<file path="config.mk">
export PLATFORM = sky130hd
export DESIGN_NAME = pass_sequencer
export DESIGN_NICKNAME = d
export VERILOG_FILES = /design/src/rtl/pass_sequencer.sv
export SDC_FILE = /design/constraint.sdc
export NUM_CORES = 1
export LEC_CHECK = 0
export ABC_AREA = 1
export CAP_MARGIN = 5
export CORE_UTILIZATION = 50
export DETAILED_ROUTE_END_ITERATION = 12
export PLACE_DENSITY = 0.74
export RECOVER_POWER = 25
export SYNTH_ARGS = -nofsm -noshare
export SYNTH_HDL_FRONTEND = slang
export SYNTH_SLANG_ARGS = --single-unit
</file>
<file path="constraint.sdc">
create_clock -name clk -period 7.5 [get_ports clk]
set_clock_uncertainty 0.1 [all_clocks]
set_input_delay 1.5 -clock clk [delete_from_list [all_inputs] [get_ports clk]]
set_output_delay 1.5 -clock clk [all_outputs]
set_load 0.01 [all_outputs]
</file>
<file path="src/rtl/pass_sequencer.sv">
// pass_sequencer: tiles a conv layer into (row, out-chan, in-chan-group) passes
// and launches one NoC pass per tile, waiting for its completion pulse.
module pass_sequencer #(
  parameter int m_WIDTH  = 8,
  parameter int E_WIDTH  = 6,
  parameter int C_WIDTH  = 10,
  parameter int PC_WIDTH = 16
) (
  input  logic                clk,
  input  logic                reset,
  input  logic                start,
  input  logic [m_WIDTH-1:0]  M,
  input  logic [m_WIDTH-1:0]  m,
  input  logic [E_WIDTH-1:0]  E,
  input  logic [E_WIDTH-1:0]  e,
  input  logic [C_WIDTH-1:0]  C,
  input  logic [C_WIDTH-1:0]  c,
  input  logic                noc_done,
  output logic                noc_start,
  output logic [m_WIDTH-1:0]  psum_channel_base,
  output logic [E_WIDTH-1:0]  psum_row_base,
  output logic [C_WIDTH-1:0]  ifmap_chan_base,
  output logic [m_WIDTH-1:0]  m_eff,
  output logic [E_WIDTH-1:0]  e_eff,
  output logic [C_WIDTH-1:0]  c_eff,
  output logic                first_acc,
  output logic                last_acc,
  output logic [PC_WIDTH-1:0] pass_count,
  output logic                busy,
  output logic                done,
  output logic                cfg_error
);

  typedef enum logic [2:0] {
    S_IDLE,
    S_LAUNCH,
    S_WAIT,
    S_ADV,
    S_FIN
  } state_t;

  state_t state_q, state_d;

  logic [m_WIDTH-1:0]  m_tot_q, m_pp_q;
  logic [E_WIDTH-1:0]  e_tot_q, e_pp_q;
  logic [C_WIDTH-1:0]  c_tot_q, c_pp_q;

  logic [m_WIDTH-1:0]  oc_q, oc_d;
  logic [E_WIDTH-1:0]  row_q, row_d;
  logic [C_WIDTH-1:0]  ch_q, ch_d;
  logic [m_WIDTH-1:0]  meff_q, meff_d;
  logic [E_WIDTH-1:0]  eeff_q, eeff_d;
  logic [C_WIDTH-1:0]  ceff_q, ceff_d;
  logic                first_q, first_d;
  logic                last_q, last_d;
  logic [PC_WIDTH-1:0] pc_q;
  logic                err_q;

  logic load_cfg, tile_ld, pc_inc, pc_clr;
  logic set_err, clr_err;
  logic zero_cfg;

  logic [m_WIDTH-1:0] mt, mp, m_rem;
  logic [E_WIDTH-1:0] et, ep, e_rem;
  logic [C_WIDTH-1:0] ct, cp, c_rem;

  // Sums carry one extra bit so base+step never wraps.
  logic [m_WIDTH:0] oc_sum;
  logic [E_WIDTH:0] row_sum;
  logic [C_WIDTH:0] ch_sum, last_sum;
  logic             ch_wrap, oc_wrap, row_wrap;

  assign zero_cfg = (M == '0) || (m == '0) || (E == '0) ||
                    (e == '0) || (C == '0) || (c == '0);

  assign oc_sum  = {1'b0, oc_q}  + {1'b0, m_pp_q};
  assign row_sum = {1'b0, row_q} + {1'b0, e_pp_q};
  assign ch_sum  = {1'b0, ch_q}  + {1'b0, c_pp_q};

  assign ch_wrap  = ch_sum  >= {1'b0, c_tot_q};
  assign oc_wrap  = oc_sum  >= {1'b0, m_tot_q};
  assign row_wrap = row_sum >= {1'b0, e_tot_q};

  always_comb begin
    state_d  = state_q;
    load_cfg = 1'b0;
    tile_ld  = 1'b0;
    pc_inc   = 1'b0;
    pc_clr   = 1'b0;
    set_err  = 1'b0;
    clr_err  = 1'b0;
    oc_d     = oc_q;
    row_d    = row_q;
    ch_d     = ch_q;
    unique case (state_q)
      S_IDLE: begin
        if (start) begin
          load_cfg = 1'b1;
          pc_clr   = 1'b1;
          if (zero_cfg) begin
            set_err = 1'b1;
            state_d = S_FIN;
          end else begin
            clr_err = 1'b1;
            tile_ld = 1'b1;
            oc_d    = '0;
            row_d   = '0;
            ch_d    = '0;
            state_d = S_LAUNCH;
          end
        end
      end
      S_LAUNCH: state_d = S_WAIT;
      S_WAIT: begin
        if (noc_done) begin
          pc_inc  = 1'b1;
          state_d = S_ADV;
        end
      end
      S_ADV: begin
        if (ch_wrap && oc_wrap && row_wrap) begin
          state_d = S_FIN;
        end else begin
          tile_ld = 1'b1;
          state_d = S_LAUNCH;
          if (!ch_wrap) begin
            ch_d = ch_sum[C_WIDTH-1:0];
          end else begin
            ch_d = '0;
            if (!oc_wrap) begin
              oc_d = oc_sum[m_WIDTH-1:0];
            end else begin
              oc_d  = '0;
              row_d = row_sum[E_WIDTH-1:0];
            end
          end
        end
      end
      S_FIN: state_d = S_IDLE;
      default: state_d = S_IDLE;
    endcase
  end

  // Tile sizes clip against the remainder of the layer.
  always_comb begin
    mt = load_cfg ? M : m_tot_q;
    mp = load_cfg ? m : m_pp_q;
    et = load_cfg ? E : e_tot_q;
    ep = load_cfg ? e : e_pp_q;
    ct = load_cfg ? C : c_tot_q;
    cp = load_cfg ? c : c_pp_q;
    m_rem    = mt - oc_d;
    e_rem    = et - row_d;
    c_rem    = ct - ch_d;
    meff_d   = (mp < m_rem) ? mp : m_rem;
    eeff_d   = (ep < e_rem) ? ep : e_rem;
    ceff_d   = (cp < c_rem) ? cp : c_rem;
    last_sum = {1'b0, ch_d} + {1'b0, cp};
    first_d  = (ch_d == '0);
    last_d   = last_sum >= {1'b0, ct};
  end

  always_ff @(posedge clk) begin
    if (reset) begin
      state_q <= S_IDLE;
      m_tot_q <= '0;
      m_pp_q  <= '0;
      e_tot_q <= '0;
      e_pp_q  <= '0;
      c_tot_q <= '0;
      c_pp_q  <= '0;
      oc_q    <= '0;
      row_q   <= '0;
      ch_q    <= '0;
      meff_q  <= '0;
      eeff_q  <= '0;
      ceff_q  <= '0;
      first_q <= 1'b0;
      last_q  <= 1'b0;
      pc_q    <= '0;
      err_q   <= 1'b0;
    end else begin
      state_q <= state_d;
      if (load_cfg) begin
        m_tot_q <= M;
        m_pp_q  <= m;
        e_tot_q <= E;
        e_pp_q  <= e;
        c_tot_q <= C;
        c_pp_q  <= c;
      end
      if (tile_ld) begin
        oc_q    <= oc_d;
        row_q   <= row_d;
        ch_q    <= ch_d;
        meff_q  <= meff_d;
        eeff_q  <= eeff_d;
        ceff_q  <= ceff_d;
        first_q <= first_d;
        last_q  <= last_d;
      end
      if (pc_clr) begin
        pc_q <= '0;
      end else if (pc_inc) begin
        pc_q <= pc_q + 1'b1;
      end
      if (set_err) begin
        err_q <= 1'b1;
      end else if (clr_err) begin
        err_q <= 1'b0;
      end
    end
  end

  assign noc_start         = (state_q == S_LAUNCH);
  assign busy              = (state_q == S_LAUNCH) || (state_q == S_WAIT) ||
                             (state_q == S_ADV);
  assign done              = (state_q == S_FIN);
  assign psum_channel_base = oc_q;
  assign psum_row_base     = row_q;
  assign ifmap_chan_base   = ch_q;
  assign m_eff             = meff_q;
  assign e_eff             = eeff_q;
  assign c_eff             = ceff_q;
  assign first_acc         = first_q;
  assign last_acc          = last_q;
  assign pass_count        = pc_q;
  assign cfg_error         = err_q;

endmodule

</file>
==> out/results.ini <==
[global_route]
gr-total-overflow = 0
grt_pass1_vias = 7785
grt_first_pass_wirelength_mm = 38.1
antenna_found_initial = 0
grt_max_degree = 80
grtUsageTotal_pct = 27.1

[power]
p_switching_mw = 1.52
p_seq_share_pct = 22.8
switching_share_pct = 43.8
ir_drop_v = 0.000196
p_leak_nw = 5.34
internal_power_mw = 1.95
finalPower_mw = 3.47
power_frac_comb_pct = 53.5
p_per_area_nw_per_um2 = 322
clkPwrFrac_pct = 23.7

[cts]
cts-htree-levels = 4
clock_path_buffers = 2
cts_hold_buffers = 0
cts_tree = built
cts_resized = 0
clk_latency_ps = 430
post_cts_buffers = 0
cts_inserted_buffers = 17
cts_sinks = 118
clk_pin_slew_worst_paths_ps = 60
cts_root_buf = clkbuf_16

[setup_path]
timing.rr.start = ifmap_chan_base[0]
crit_arrival_ps = 6900
cp_max_fo = 16
setup.worst_path.start = ifmap_chan_base[0]
slowest_delay_ps = 520
crit_path_start_kind = flop
crit_type = reg -> reg
r2r_cells = 36
end_kind = flop
critPathRequiredTime_ps = 7660
critical_path.slowest_cell = a2111oi_2
cp_common_cell = nand2_1

[hold_path]
hold_class = reg -> reg
whs_path_depth = 2
hold_start = e_eff[2]

[synthesis]
yosys_warnings = 0
synth_edf_count = 0
synthesis.area_um2 = 8810
ys.flop_type = dfxtp_1
yosysSeqAreaShare_pct = 26.8
synth_seq_cells = 118
synth_fp_nets = 1397
syn-mean-instance-area_um2 = 7.18
syn_inst = 1227
synthArstFlopShare_pct = 0
synth.distinct_cells = 54

[detailed_routing]
wirelength_mm = 23.7
drt-wirelength-per-cell_um = 15.0
drtPass1Iterations = 5
drc = 0
routed_via_density = 5.23
via_count = 8273
drt_iter0_markers = 493
postRouteAntennaNets = 0

[timing]
final_hold_viol_count = 0
rsz0062_at_grt = false
setup_tns_ps = 0
worst_pin_slew_ps = 3730
fin_crit_sh_pct = 89.9
setup_viol = 0
relSlewSlack_pct = -148
max_freq_mhz = 148
period_needed_ps = 6740
finalMaxSlewViolations = 80
setup_slack_ps = 760

[floorplanning]
core_um2 = 17200
start_util_pct = 51.1
row_count = 48
ios = 122
die_area_um2 = 18100
die_h_um = 135
die_width_um = 135

[layout]
final_cell_count_no_fill = 1583
antenna_cells = 0
drive_gt1_share_pct = 8.76
syn2layout_area_growth_pct = 22.5
final_nets = 1515

[placement]
portBuffers = 121
gp_congestion = 0.934
dp.cells = 1551
preCtsSetupSlack_ps = 500
dpl.hpwl_mm = 18.5

[outcome]
violations = max-capacitance violations, max-slew violations
status = finished with violations

[flow_run]
max_cap_violations = 1

-- per-layer routing --
layer | vias to the layer above | GRT usage (%) | wire, um
li1 | 4236 | - | -
met1 | 3773 | 33.6 | 10500
met2 | 230 | 47.3 | 11400
met3 | 34 | 5.33 | 1410
met4 | 0 | 8.49 | 445
met5 | - | 0 | 0
-- power groups by stage --
stage	registers, mW	logic (mW)	clock network (mW)
after floorplan	0.817	1.37	0
after global placement	0.806	1.82	0
after detailed placement	0.806	1.85	0
after CTS	0.794	1.87	0.833
after global routing	0.803	2.10	0.864
final	0.792	1.86	0.825
-- worst max-delay path: cells and delay by family (launching register included) --
family,cells,cell delay (ps)
compound gates,9,1880
simple gates,14,1760
fa+ha+maj,6,1760
xor+xnor,2,420
flops,1,370
buf+inv,5,300
-- sequential cells by signal (all words and copies together), names as in the netlist --
signal / flops
pass_count: 16
c_eff: 10
c_pp_q: 10
c_tot_q: 10
ifmap_chan_base: 10
m_eff: 8
m_pp_q: 8
m_tot_q: 8
psum_channel_base: 8
e_eff: 6
e_pp_q: 6
e_tot_q: 6
psum_row_base: 6
state_q: 3
cfg_error: 1
first_acc: 1
last_acc: 1
-- worst paths after layout --
path | endpoint | slack [ps]
min reg2reg | e_eff[2] | 380
max | c_eff[0] | 760
max reg2reg | c_eff[0] | 760
min | e_eff[2] | 380
-- cells in the final DEF, fill, tap and decap left out, types with 4 or more instances in the layout --
cell	Yosys	routed
nor2_2	7	7
nand4_1	11	11
xnor2_1	14	14
nand2_4	5	5
or2_2	23	23
inv_2	6	6
a21oi_1	85	85
inv_1	209	209
dlygate4sd3_1	0	22
a21o_1	8	8
fa_1	7	7
xor2_1	29	29
o21bai_1	4	4
o21ai_0	74	74
a21oi_2	4	4
clkinv_4	0	4
nand3_1	39	39
nor2_1	116	116
o211ai_1	5	5
a211oi_1	10	10
clkdlybuf4s50_1	0	98
nand3_2	4	4
nand2_1	208	208
buf_4	0	9
a31oi_1	14	14
nand2_2	6	6
nor4_1	6	6
o21ai_2	5	5
o21ai_1	16	16
nor3_1	9	9
ha_1	111	111
o22ai_1	5	5
clkbuf_16	0	17
nor3b_1	4	4
dfxtp_1	118	118
-- cell usage after synthesis, types with 4 or more instances --
library cell / n / area, um2
nand2_1: 208 / 781
nand2_2: 6 / 37.5
o21bai_1: 4 / 30.0
a31oi_1: 14 / 87.6
a21oi_2: 4 / 35.0
nor3_1: 9 / 45.0
o211ai_1: 5 / 37.5
buf_2: 7 / 35.0
o21ai_1: 16 / 80.1
clkbuf_1: 18 / 67.6
nor3b_1: 4 / 30.0
a211oi_1: 10 / 75.1
nand3_1: 39 / 195
nor4_1: 6 / 37.5
nor2_1: 116 / 435
o21ai_2: 5 / 43.8
xnor2_1: 14 / 123
or2_2: 23 / 144
a21oi_1: 85 / 425
inv_1: 209 / 785
o22ai_1: 5 / 31.3
a21o_1: 8 / 60.1
inv_2: 6 / 22.5
fa_1: 7 / 140
xor2_1: 29 / 254
ha_1: 111 / 1390
buf_6: 5 / 56.3
nand2_4: 5 / 56.3
o21ai_0: 74 / 370
dfxtp_1: 118 / 2360
nor2_2: 7 / 43.8
nand4_1: 11 / 68.8
nand3_2: 4 / 40.0
-- kinds of logic (layout without fill, tap and decap cells) --
kind of cell / count (synthesis) / after routing / synth area share, %
muxes: 2 / 2 / 0.227
buffers and inverters: 247 / 378 / 11.1
and+or+nand+nor: 449 / 449 / 23.5
DFF: 118 / 118 / 26.8
adders and majority gates: 118 / 118 / 17.4
xor gates and xnor gates: 44 / 44 / 4.46
AOI/OAI and AO/OA: 249 / 249 / 16.5
-- layout make-up --
class,count,area (um2)
timing repair buffer,131,1280
clock buffer,18,439
inverter,215,807
clock inverter,14,150
fill,1566,6450
sequential,118,2360
tap,225,282
multi-input combinational,862,5470
-- metrics by stage --
step,utilization (%),area [um2],hold slack (ps)
6_report,62.6,10800,378
5_1_grt,62.6,10800,389
4_1_cts,62.6,10800,376
3_5_place_dp,59.2,10200,367
3_3_place_gp,59.2,10200,365
2_1_floorplan,-,8810,369
(Power assumes the default switching activity.)
